$ cat config.mk
export PLATFORM = sky130hd
export DESIGN_NAME = branch_predict_unit
export DESIGN_NICKNAME = d
export VERILOG_FILES = /design/src/rtl/branch_predict_unit_pkg.sv /design/src/rtl/branch_predict_unit_btb_ram.sv /design/src/rtl/branch_predict_unit.sv
export SDC_FILE = /design/constraint.sdc
export NUM_CORES = 2
export LEC_CHECK = 0
export ABC_CLOCK_PERIOD_IN_PS = 8200
export CORE_MARGIN = 10
export CORE_UTILIZATION = 55
export DETAILED_ROUTE_END_ITERATION = 12
export GPL_TIMING_DRIVEN = 0
export PLACE_DENSITY = 0.81
export SKIP_CTS_REPAIR_TIMING = 1
export SYNTH_ARGS = -nofsm -noshare
export SYNTH_HDL_FRONTEND = slang
export SYNTH_SLANG_ARGS = --single-unit
$ cat constraint.sdc
create_clock -name CLK -period 8.2 [get_ports CLK]
set_input_delay 2.05 -clock CLK [delete_from_list [all_inputs] [get_ports CLK]]
set_output_delay 2.05 -clock CLK [all_outputs]
set_load 0.02 [all_outputs]
$ cat src/rtl/branch_predict_unit_pkg.sv
// rv_branch_pkg: branch func3 encodings and saturating-counter init/max helpers shared by the branch unit
package rv_branch_pkg;
  localparam logic [2:0] F3_BEQ  = 3'b000;
  localparam logic [2:0] F3_BNE  = 3'b001;
  localparam logic [2:0] F3_BLT  = 3'b100;
  localparam logic [2:0] F3_BGE  = 3'b101;
  localparam logic [2:0] F3_BLTU = 3'b110;
  localparam logic [2:0] F3_BGEU = 3'b111;
  function automatic int unsigned cnt_init(input int unsigned bits);
    return 32'd1 << (bits - 1);
  endfunction
  function automatic int unsigned cnt_max(input int unsigned bits);
    return (32'd1 << bits) - 32'd1;
  endfunction
endpackage

$ cat src/rtl/branch_predict_unit_btb_ram.sv
// btb_ram: direct-mapped BTB storage (valid/tag/target/counter); ports a_* and b_* async read, wr_* sync write, RESET_N async clear
module btb_ram #(
  parameter int XLEN     = 32,
  parameter int IDX_BITS = 4,
  parameter int TAG_BITS = 26,
  parameter int CNT_BITS = 2
) (
  input  logic                CLK,
  input  logic                RESET_N,
  input  logic [IDX_BITS-1:0] a_idx,
  output logic                a_valid,
  output logic [TAG_BITS-1:0] a_tag,
  output logic [XLEN-1:0]     a_target,
  output logic [CNT_BITS-1:0] a_cnt,
  input  logic [IDX_BITS-1:0] b_idx,
  output logic                b_valid,
  output logic [TAG_BITS-1:0] b_tag,
  output logic [XLEN-1:0]     b_target,
  output logic [CNT_BITS-1:0] b_cnt,
  input  logic                we,
  input  logic [IDX_BITS-1:0] wr_idx,
  input  logic [TAG_BITS-1:0] wr_tag,
  input  logic [XLEN-1:0]     wr_target,
  input  logic [CNT_BITS-1:0] wr_cnt
);
  localparam int N = 1 << IDX_BITS;
  logic [N-1:0]        valid_q, valid_d;
  logic [TAG_BITS-1:0] tag_q [N];
  logic [TAG_BITS-1:0] tag_d [N];
  logic [XLEN-1:0]     target_q [N];
  logic [XLEN-1:0]     target_d [N];
  logic [CNT_BITS-1:0] cnt_q [N];
  logic [CNT_BITS-1:0] cnt_d [N];
  always_comb begin
    valid_d  = valid_q;
    tag_d    = tag_q;
    target_d = target_q;
    cnt_d    = cnt_q;
    if (we) begin
      valid_d[wr_idx]  = 1'b1;
      tag_d[wr_idx]    = wr_tag;
      target_d[wr_idx] = wr_target;
      cnt_d[wr_idx]    = wr_cnt;
    end
  end
  always_ff @(posedge CLK or negedge RESET_N) begin
    if (!RESET_N) begin
      valid_q  <= '0;
      tag_q    <= '{default: '0};
      target_q <= '{default: '0};
      cnt_q    <= '{default: '0};
    end else begin
      valid_q  <= valid_d;
      tag_q    <= tag_d;
      target_q <= target_d;
      cnt_q    <= cnt_d;
    end
  end
  assign a_valid  = valid_q[a_idx];
  assign a_tag    = tag_q[a_idx];
  assign a_target = target_q[a_idx];
  assign a_cnt    = cnt_q[a_idx];
  assign b_valid  = valid_q[b_idx];
  assign b_tag    = tag_q[b_idx];
  assign b_target = target_q[b_idx];
  assign b_cnt    = cnt_q[b_idx];
endmodule

$ cat src/rtl/branch_predict_unit.sv
// branch_predict_unit: IF-side BTB prediction (if_pc -> pred_*) and EX-side branch resolution (ex_* -> registered redirect_*, branch/mispredict counters)
module branch_predict_unit
  import rv_branch_pkg::*;
#(
  parameter int XLEN        = 32,
  parameter int BTB_ENTRIES = 16,
  parameter int CNT_BITS    = 2,
  parameter int IDX_BITS    = $clog2(BTB_ENTRIES),
  parameter int TAG_BITS    = XLEN - IDX_BITS - 2
) (
  input  logic            CLK,
  input  logic            RESET_N,
  input  logic [XLEN-1:0] if_pc,
  output logic            pred_taken,
  output logic [XLEN-1:0] pred_target,
  input  logic            ex_valid,
  input  logic            ex_branch,
  input  logic            ex_jump,
  input  logic [2:0]      ex_func3,
  input  logic [XLEN-1:0] ex_data1,
  input  logic [XLEN-1:0] ex_data2,
  input  logic [XLEN-1:0] ex_target,
  input  logic [XLEN-1:0] ex_pc,
  input  logic            ex_pred_taken,
  input  logic [XLEN-1:0] ex_pred_target,
  output logic            redirect_valid,
  output logic [XLEN-1:0] redirect_pc,
  output logic [31:0]     branch_cnt,
  output logic [31:0]     mispredict_cnt
);
  localparam logic [CNT_BITS-1:0] CMAX  = CNT_BITS'(cnt_max(CNT_BITS));
  localparam logic [CNT_BITS-1:0] CINIT = CNT_BITS'(cnt_init(CNT_BITS));
  logic                redirect_valid_q, redirect_valid_d;
  logic [XLEN-1:0]     redirect_pc_q, redirect_pc_d;
  logic [31:0]         branch_cnt_q, branch_cnt_d, mispredict_cnt_q, mispredict_cnt_d;
  logic                if_valid, ex_valid_rd, ex_hit, res, cond, legal, taken, mispredict, we;
  logic [TAG_BITS-1:0] if_tag, ex_tag;
  logic [XLEN-1:0]     if_tgt, ex_tgt, wr_target, correct_pc;
  logic [CNT_BITS-1:0] if_cnt, ex_cnt, wr_cnt;
  btb_ram #(.XLEN(XLEN), .IDX_BITS(IDX_BITS), .TAG_BITS(TAG_BITS), .CNT_BITS(CNT_BITS)) u_btb (
    .CLK(CLK), .RESET_N(RESET_N),
    .a_idx(if_pc[IDX_BITS+1:2]), .a_valid(if_valid), .a_tag(if_tag), .a_target(if_tgt), .a_cnt(if_cnt),
    .b_idx(ex_pc[IDX_BITS+1:2]), .b_valid(ex_valid_rd), .b_tag(ex_tag), .b_target(ex_tgt), .b_cnt(ex_cnt),
    .we(we), .wr_idx(ex_pc[IDX_BITS+1:2]), .wr_tag(ex_pc[XLEN-1:IDX_BITS+2]),
    .wr_target(wr_target), .wr_cnt(wr_cnt)
  );
  assign pred_taken  = if_valid && if_tag == if_pc[XLEN-1:IDX_BITS+2] && if_cnt[CNT_BITS-1];
  assign pred_target = pred_taken ? if_tgt : if_pc + XLEN'(4);
  always_comb begin
    // EX holds a wrong-path instruction while a redirect is being presented
    res = ex_valid && (ex_branch || ex_jump) && !redirect_valid_q;
    cond = ex_func3 == F3_BEQ  ? ex_data1 == ex_data2 :
           ex_func3 == F3_BNE  ? ex_data1 != ex_data2 :
           ex_func3 == F3_BLT  ? $signed(ex_data1) <  $signed(ex_data2) :
           ex_func3 == F3_BGE  ? $signed(ex_data1) >= $signed(ex_data2) :
           ex_func3 == F3_BLTU ? ex_data1 <  ex_data2 :
           ex_func3 == F3_BGEU ? ex_data1 >= ex_data2 : 1'b0;
    legal = ex_jump || ex_func3[2] || !ex_func3[1];
    taken = ex_jump || cond;
    ex_hit = ex_valid_rd && ex_tag == ex_pc[XLEN-1:IDX_BITS+2];
    wr_cnt = ex_jump ? CMAX :
             !ex_hit ? CINIT :
             taken ? (ex_cnt == CMAX ? ex_cnt : ex_cnt + 1'b1) :
             (ex_cnt == '0 ? ex_cnt : ex_cnt - 1'b1);
    wr_target = taken ? ex_target : ex_tgt;
    we = res && legal && (ex_hit || taken);
    correct_pc = taken ? ex_target : ex_pc + XLEN'(4);
    mispredict = res && (taken != ex_pred_taken || (taken && ex_target != ex_pred_target));
    redirect_valid_d = mispredict;
    redirect_pc_d = mispredict ? correct_pc : redirect_pc_q;
    branch_cnt_d = branch_cnt_q + 32'(res && !(&branch_cnt_q));
    mispredict_cnt_d = mispredict_cnt_q + 32'(mispredict && !(&mispredict_cnt_q));
  end
  always_ff @(posedge CLK or negedge RESET_N) begin
    if (!RESET_N) begin
      redirect_valid_q <= 1'b0;
      redirect_pc_q    <= '0;
      branch_cnt_q     <= '0;
      mispredict_cnt_q <= '0;
    end else begin
      redirect_valid_q <= redirect_valid_d;
      redirect_pc_q    <= redirect_pc_d;
      branch_cnt_q     <= branch_cnt_d;
      mispredict_cnt_q <= mispredict_cnt_d;
    end
  end
  assign redirect_valid = redirect_valid_q;
  assign redirect_pc    = redirect_pc_q;
  assign branch_cnt     = branch_cnt_q;
  assign mispredict_cnt = mispredict_cnt_q;
endmodule
Yosys cells after proc, flatten, opt, wreduce, memory -nomap -nowiden
Index checks and enable logic that the tools add are counted.

storage, ports and cells
  register bits = 1073
  memories kept = 0
  RAM bits = 0
  bits in latches = 0
  memory bits (read-only) = 0

operators by class
  multipliers = 0
  $add $sub $neg = 6
  bitwise gates (word level) = 3
  mux-type cells = 47
  div/mod/pow operators = 0
  reduce and logical (&&, ||, !) cells = 27
  shift operators = 0
  order comparisons = 10
  equal/unequal tests = 12

operators with widths
  kind                                                                   number
  512-bit bitwise mux                                                    1
  416-bit bitwise mux                                                    1
  32-bit binary-select mux with 4-bit select                             2
  32-bit 2-to-1 mux                                                      8
  26-bit binary-select mux with 4-bit select                             2
  26-bit 2-to-1 mux                                                      5
  32-bit demux with 4-bit select                                         1
  26-bit demux with 4-bit select                                         1
  32-bit by 1-bit adder with 32-bit output                               2
  32-bit by 3-bit adder with 32-bit output (second input constant)       2
  32-bit greater-or-equal comparator                                     2
  32-bit < comparator                                                    2
  32-bit inequality test                                                 2
  32-bit AND reduction                                                   2
  26-bit == test                                                         2
  32-bit bitwise mux                                                     1
  32-bit == test                                                         1
  2-bit 2-to-1 mux                                                       10
  2-bit binary-select mux with 4-bit select                              2
  16-bit bitwise OR                                                      1
  1-bit logical AND                                                      13
  3-bit == test (second input constant)                                  4
  5-bit greater-or-equal comparator (second input constant)              2
  4-bit by 5-bit < comparator with 1-bit output (second input constant)  2
  16 further kinds                                                       34

Longest topological paths before layout
  depth in word-level cells = 13
  mapped depth = 21
  gate-level depth less buffers = 19

Modules after synthesis
From an unflattened synthesis, not the netlist that was laid out.

second synthesis, totals
  cells, all modules = 4032
  area, all modules = 58329.7 µm²

by module, submodules not included
  module               seq. area each (µm²)  times used  area an instance (µm²)  cells an instance
  btb_ram              24423.4               1           50208.2                 3162
  branch_predict_unit  2427.3                1           8121.5                  870

Worst setup path after synthesis
OpenSTA, ideal clock, no wires.

  path type = in2out
  from = in if_pc[2]
  to = out pred_target[2]
  arrival time = 6.036 ns
  path slack = 0.114 ns
  path buffers = 6
  stages on the path = 13
  data required time = 6.150 ns
  cells stage by stage = buf_2 > buf_4 > buf_2 > buf_1 > mux4_2 > a211oi_1 > a21oi_1 > xor2_1 > or3b_2 > or4_1 > buf_2 > clkbuf_1 > mux2i_1

on the way
  cells in the longest elaborated chain, start to end = 8

RTL lines
  element                                                 RTL line                                                                                                 text
  start, declared                                         branch_predict_unit.sv:13                                                                                input logic [XLEN-1:0] if_pc,
  4-bit inverter with 5-bit output (implied by the code)  branch_predict_unit_btb_ram.sv:60, branch_predict_unit_btb_ram.sv:61, branch_predict_unit_btb_ram.sv:62
  26-bit binary-select mux with 4-bit select              branch_predict_unit_btb_ram.sv:60                                                                        assign a_tag = tag_q[a_idx];
  26-bit 2-to-1 mux (implied by the code) (2 in a row)    branch_predict_unit_btb_ram.sv:60
  26-bit == test                                          branch_predict_unit.sv:47                                                                                assign pred_taken = if_valid && if_tag == if_pc[XLEN-1:IDX_BITS+2] && if_cnt[CNT_BITS-1];
  1-bit logical AND (2 in a row)                          branch_predict_unit.sv:47
  32-bit 2-to-1 mux (*)                                   branch_predict_unit.sv:48                                                                                assign pred_target = pred_taken ? if_tgt : if_pc + XLEN'(4);
  end, declared                                           branch_predict_unit.sv:15                                                                                output logic [XLEN-1:0] pred_target,

Mark *: on every way between the ends. The rest lies on a longest branch, timed or not. The select of a mux whose other input is x is not followed.

Worst setup path after layout
  from = in ex_pc[3]
  to = reg u_btb.tag_q[7] (netlist name)

on the way
  cells in the longest elaborated chain, start to end = 8

RTL lines
  element                                                 RTL line                                                              text
  start, declared                                         branch_predict_unit.sv:23                                             input logic [XLEN-1:0] ex_pc,
  4-bit inverter with 5-bit output (implied by the code)  branch_predict_unit_btb_ram.sv:41, branch_predict_unit_btb_ram.sv:64
  26-bit binary-select mux with 4-bit select              branch_predict_unit_btb_ram.sv:64                                     assign b_tag = tag_q[b_idx];
  26-bit 2-to-1 mux (implied by the code) (2 in a row)    branch_predict_unit_btb_ram.sv:64
  26-bit == test                                          branch_predict_unit.sv:60                                             ex_hit = ex_valid_rd && ex_tag == ex_pc[XLEN-1:IDX_BITS+2];
  1-bit logical AND                                       branch_predict_unit.sv:60
  1-bit logical OR                                        branch_predict_unit.sv:66                                             we = res && legal && (ex_hit || taken);
  1-bit logical AND                                       branch_predict_unit.sv:66
  end signal, assigned                                    branch_predict_unit_btb_ram.sv:54                                     tag_q <= tag_d;
  end, declared                                           branch_predict_unit_btb_ram.sv:28                                     logic [TAG_BITS-1:0] tag_q [N];

Parallel ways exist; a longest one is shown, timed or not. The select of a mux whose other input is x is not followed.
A chain may end at the register's enable or synchronous reset.

==> results.json <==
{
  "cts_root_buf": "sky130_fd_sc_hd__clkbuf_16",
  "globalplace.congestion": 1.03,
  "power_density_nw_per_um2": 243,
  "grt_first_pass_wirelength_um": 327000,
  "power_frac_clock_pct": 32.9,
  "seqPwrFrac_pct": 42.0,
  "synth.ff_latch_count": 1073,
  "p_sw_share_pct": 30.5,
  "timing.max_cap.violations": 1,
  "slowest_stage": "sky130_fd_sc_hd__clkdlybuf4s50_1",
  "routed_via_density": 7.10,
  "fmax_mhz": 120,
  "timing.final.crit_share_pct": 102,
  "class_of_the_tightest_hold_or_removal_check": "register to register",
  "worstRegToRegCells": 12,
  "port-buffer-count": 317,
  "synth_compound_area_share_pct": 2.97,
  "row_count": 121,
  "min_period_ns": 8.34,
  "vdd_ir_drop_max_mv": 0.203,
  "cts.htree.levels": 3,
  "finalHoldWorstSlack_ns": 0.490,
  "layout_area_overhead_pct": 17.0,
  "yosysWarningCount": 0,
  "timing.final.setup_violations": 174,
  "ff2ff_setup_slack_ns": 2.78,
  "post-route-worst-setup-slack_ns": -0.142,
  "hpwlAfterDp_um": 163000,
  "final_antenna_net_count": 0,
  "grt_pass1_vias": 45000,
  "drtPass1Iterations": 6,
  "synth_fp_nets": 4395,
  "seq_total_area_yosys_pct": 44.3,
  "combPwrFrac_pct": 25.1,
  "worst_path_largest_cell_delay_ns": 0.78,
  "timing_hold_violations_final": 0,
  "die_area_um2": 124000,
  "num-fill-cells": 7849,
  "initial_core_util_pct": 55.5,
  "worst_hold_path.endpoint": "branch_cnt[8]",
  "regToRegEndpoint": "u_btb.tag_q[392]",
  "synth.area.top_cells": "sky130_fd_sc_hd__dfrtp_1 44%, sky130_fd_sc_hd__mux4_2 20%, sky130_fd_sc_hd__mux2_2 18%",
  "cts.path.max_buffers": 3,
  "dieWidth_um": 352,
  "initial_antenna_violation_count": 19,
  "critical_path_arrival_ns": 8.95,
  "slew_worst_pin_ns": 1.49,
  "synth_top_family_by_area": "multiplexers",
  "drt-wirelength-per-cell_um": 37.2,
  "final_cell_mix": "1,073 x sky130_fd_sc_hd__dfrtp_1, 949 x sky130_fd_sc_hd__mux2_2, 536 x sky130_fd_sc_hd__mux4_2",
  "netlist.top_cell.by_area": "sky130_fd_sc_hd__dfrtp_1",
  "groute.usage.overall_pct": 36.3,
  "synth_fa_ha_area_share_pct": 0.847,
  "min-delay-start": "branch_cnt[8]",
  "synth_xor_xnor_area_share_pct": 2.85,
  "setup.worst_path.class": "input port to register",
  "postLayoutCoreUtil_pct": 64.9,
  "numCtsBuffers": 113,
  "core_area_um2": 109000,
  "crit_top_cell": "sky130_fd_sc_hd__buf_4",
  "tritoncts_clock_tree": "built",
  "timing.hold.worst_path_depth": 1,
  "vias": 44000,
  "yosys-mux-area-fraction_pct": 40.9,
  "post-synth-top-area-fraction_pct": 44.3,
  "status": "finished with violations",
  "mostFrequentLayoutCell": "sky130_fd_sc_hd__dfrtp_1",
  "clock_slew_at_reported_path_ffs_ns": 0.06,
  "drt_iter0_drc": 6272,
  "floorplan.die.height_um": 352,
  "synthSimpleGateAreaFrac_pct": 4.38,
  "timing.final.max_slew_violations": 0,
  "worst_ep_required_time_ns": 8.81,
  "nets": 4864,
  "final_layout_size_suffix_gt1_share_pct": 43.3,
  "clk_latency_ns": 0.77,
  "syn-cell-area_um2": 60600,
  "crit_path_launch_type": "input port",
  "synth-async-reset-ratio_pct": 100,
  "numClockSinks": 1073,
  "post_synth_inst_count": 4153,
  "regToRegStartpoint": "u_btb.tag_q[172]",
  "crit_path_max_fanout": 10,
  "endpoint_kind": "register",
  "grt_remaining_overflow": 0,
  "avgSynthCellArea_um2": 14.6,
  "leakage_nw": 30.9,
  "synth_edf_count": 0,
  "remaining_drc_errors": 0,
  "synth.lib_cells_used.distinct": 80,
  "drt_wl_total_um": 231000,
  "crit_path_cell_trace": "clkdlybuf4s50_1 > buf_6 > buf_8 > buf_8 > buf_8 > buf_6 > buf_4 > buf_4 > buf_4 > mux4_2 > a32oi_1 > o221ai_1 > nor4_1 > nand4_1 > buf_4 > buf_4 > nor3_2 > o21ai_2 > clkbuf_1 > mux2_2",
  "pin_count": 331,
  "grt_start_max_net_pins": 176,
  "violations": "capacitance limit, setup timing",
  "intPower_w": 0.0119,
  "relSlewSlack_pct": 0.553,
  "power_switching_w": 0.00525,
  "final.setup_skew_ns": 0.0663,
  "synth-main-ff-cell": "sky130_fd_sc_hd__dfrtp_1"
}
[metrics by stage]
step	cell area [µm²]	power, W	cells	TNS [ns]	setup slack [ns]
4_1_cts	69900	0.0170	6164	-536.75	-4.04
2_1_floorplan	60600	0.00971	4153	0	0.114
6_report	70900	0.0172	6198	-9.43	-0.142
3_3_place_gp	65600	0.0112	5946	-	-43.31
5_1_grt	70900	0.0177	6194	-0.616	-0.0392
3_5_place_dp	65800	0.0114	5954	-1262.06	-4.01
[metal layers]
| metal | vias up | part of all wire, % | track usage [%] |
|---|---|---|---|
| met4 | 24 | 6.6 | 21.3 |
| li1 | 16800 | - | - |
| met3 | 829 | 14 | 15.6 |
| met2 | 3312 | 45 | 54.1 |
| met1 | 23000 | 35 | 43.8 |
| met5 | - | 0.062 | 0 |
[registers in the layout, summed over array words and instances (netlist names)]
register	flops
u_btb.valid_q	16
branch_cnt	32
u_btb.target_q	512
mispredict_cnt	32
u_btb.cnt_q	32
u_btb.tag_q	416
redirect_pc	32
redirect_valid	1
[how the worst max path moves through the flow]
stage,slack [ns],start,depth (start not counted),end
after floorplan,0.11,if_pc[2],13,pred_target[2]
after detailed placement,-4.01,if_pc[3],15,pred_target[2]
after global routing,-0.04,ex_pc[3],20,u_btb.tag_q[7]
after CTS,-4.04,if_pc[3],15,pred_target[2]
after global placement,-43.31,RESET_N,1,mispredict_cnt[11]
final,-0.14,ex_pc[3],20,u_btb.tag_q[7]
[area by class of cell]
type                       instances  area, µm²  area share, %
inverter                          66        251          0.355
tap                             1476       1850           2.61
multi-input combinational       2641      31800           44.8
clock inverter                    61        883           1.25
buffer                           368       2470           3.48
sequential                      1073      26900           37.9
clock buffer                     149       3160           4.46
antenna                            5       12.5         0.0177
timing repair buffer             359       3630           5.12
[kinds of logic after synthesis]
group                      count (synthesis)
DFF                                     1073
xor gates and xnor gates                 197
muxes                                   1664
AOI/OAI and AO/OA                        244
and+or+nand+nor                          495
adders and majority gates                 41
buffers and inverters                    439
[synthesized netlist by cell type (25+ instances only)]
cell type / instances
sky130_fd_sc_hd__buf_6: 48
sky130_fd_sc_hd__xor2_1: 65
sky130_fd_sc_hd__ha_1: 41
sky130_fd_sc_hd__xnor2_1: 132
sky130_fd_sc_hd__nand2_1: 114
sky130_fd_sc_hd__o21ai_0: 34
sky130_fd_sc_hd__buf_4: 40
sky130_fd_sc_hd__buf_2: 57
sky130_fd_sc_hd__a21oi_1: 63
sky130_fd_sc_hd__mux2i_1: 71
sky130_fd_sc_hd__and3_1: 25
sky130_fd_sc_hd__mux2_1: 100
sky130_fd_sc_hd__nor2b_1: 30
sky130_fd_sc_hd__nor2_1: 55
sky130_fd_sc_hd__mux4_2: 536
sky130_fd_sc_hd__nor4_1: 29
sky130_fd_sc_hd__clkbuf_1: 120
sky130_fd_sc_hd__nand3_1: 62
sky130_fd_sc_hd__mux2_2: 951
sky130_fd_sc_hd__nand4_1: 60
sky130_fd_sc_hd__inv_1: 65
sky130_fd_sc_hd__buf_1: 103
sky130_fd_sc_hd__dfrtp_1: 1073
[worst max-delay path, delay by kind of cell]
family	cells	cell delay (ns)
buf+inv	12	3.90
simple gates	3	1.21
mux	2	0.91
compound gates	3	0.78
[power groups by stage]
stage | clock network [W] | logic (W) | registers [W]
floorplan | 0 | 0.00265 | 0.00705
global placement | 0 | 0.00402 | 0.00720
detailed placement | 0 | 0.00414 | 0.00724
CTS | 0.00564 | 0.00416 | 0.00716
global route | 0.00585 | 0.00449 | 0.00732
finish | 0.00565 | 0.00432 | 0.00722
Power figures use the tool's default switching activity.
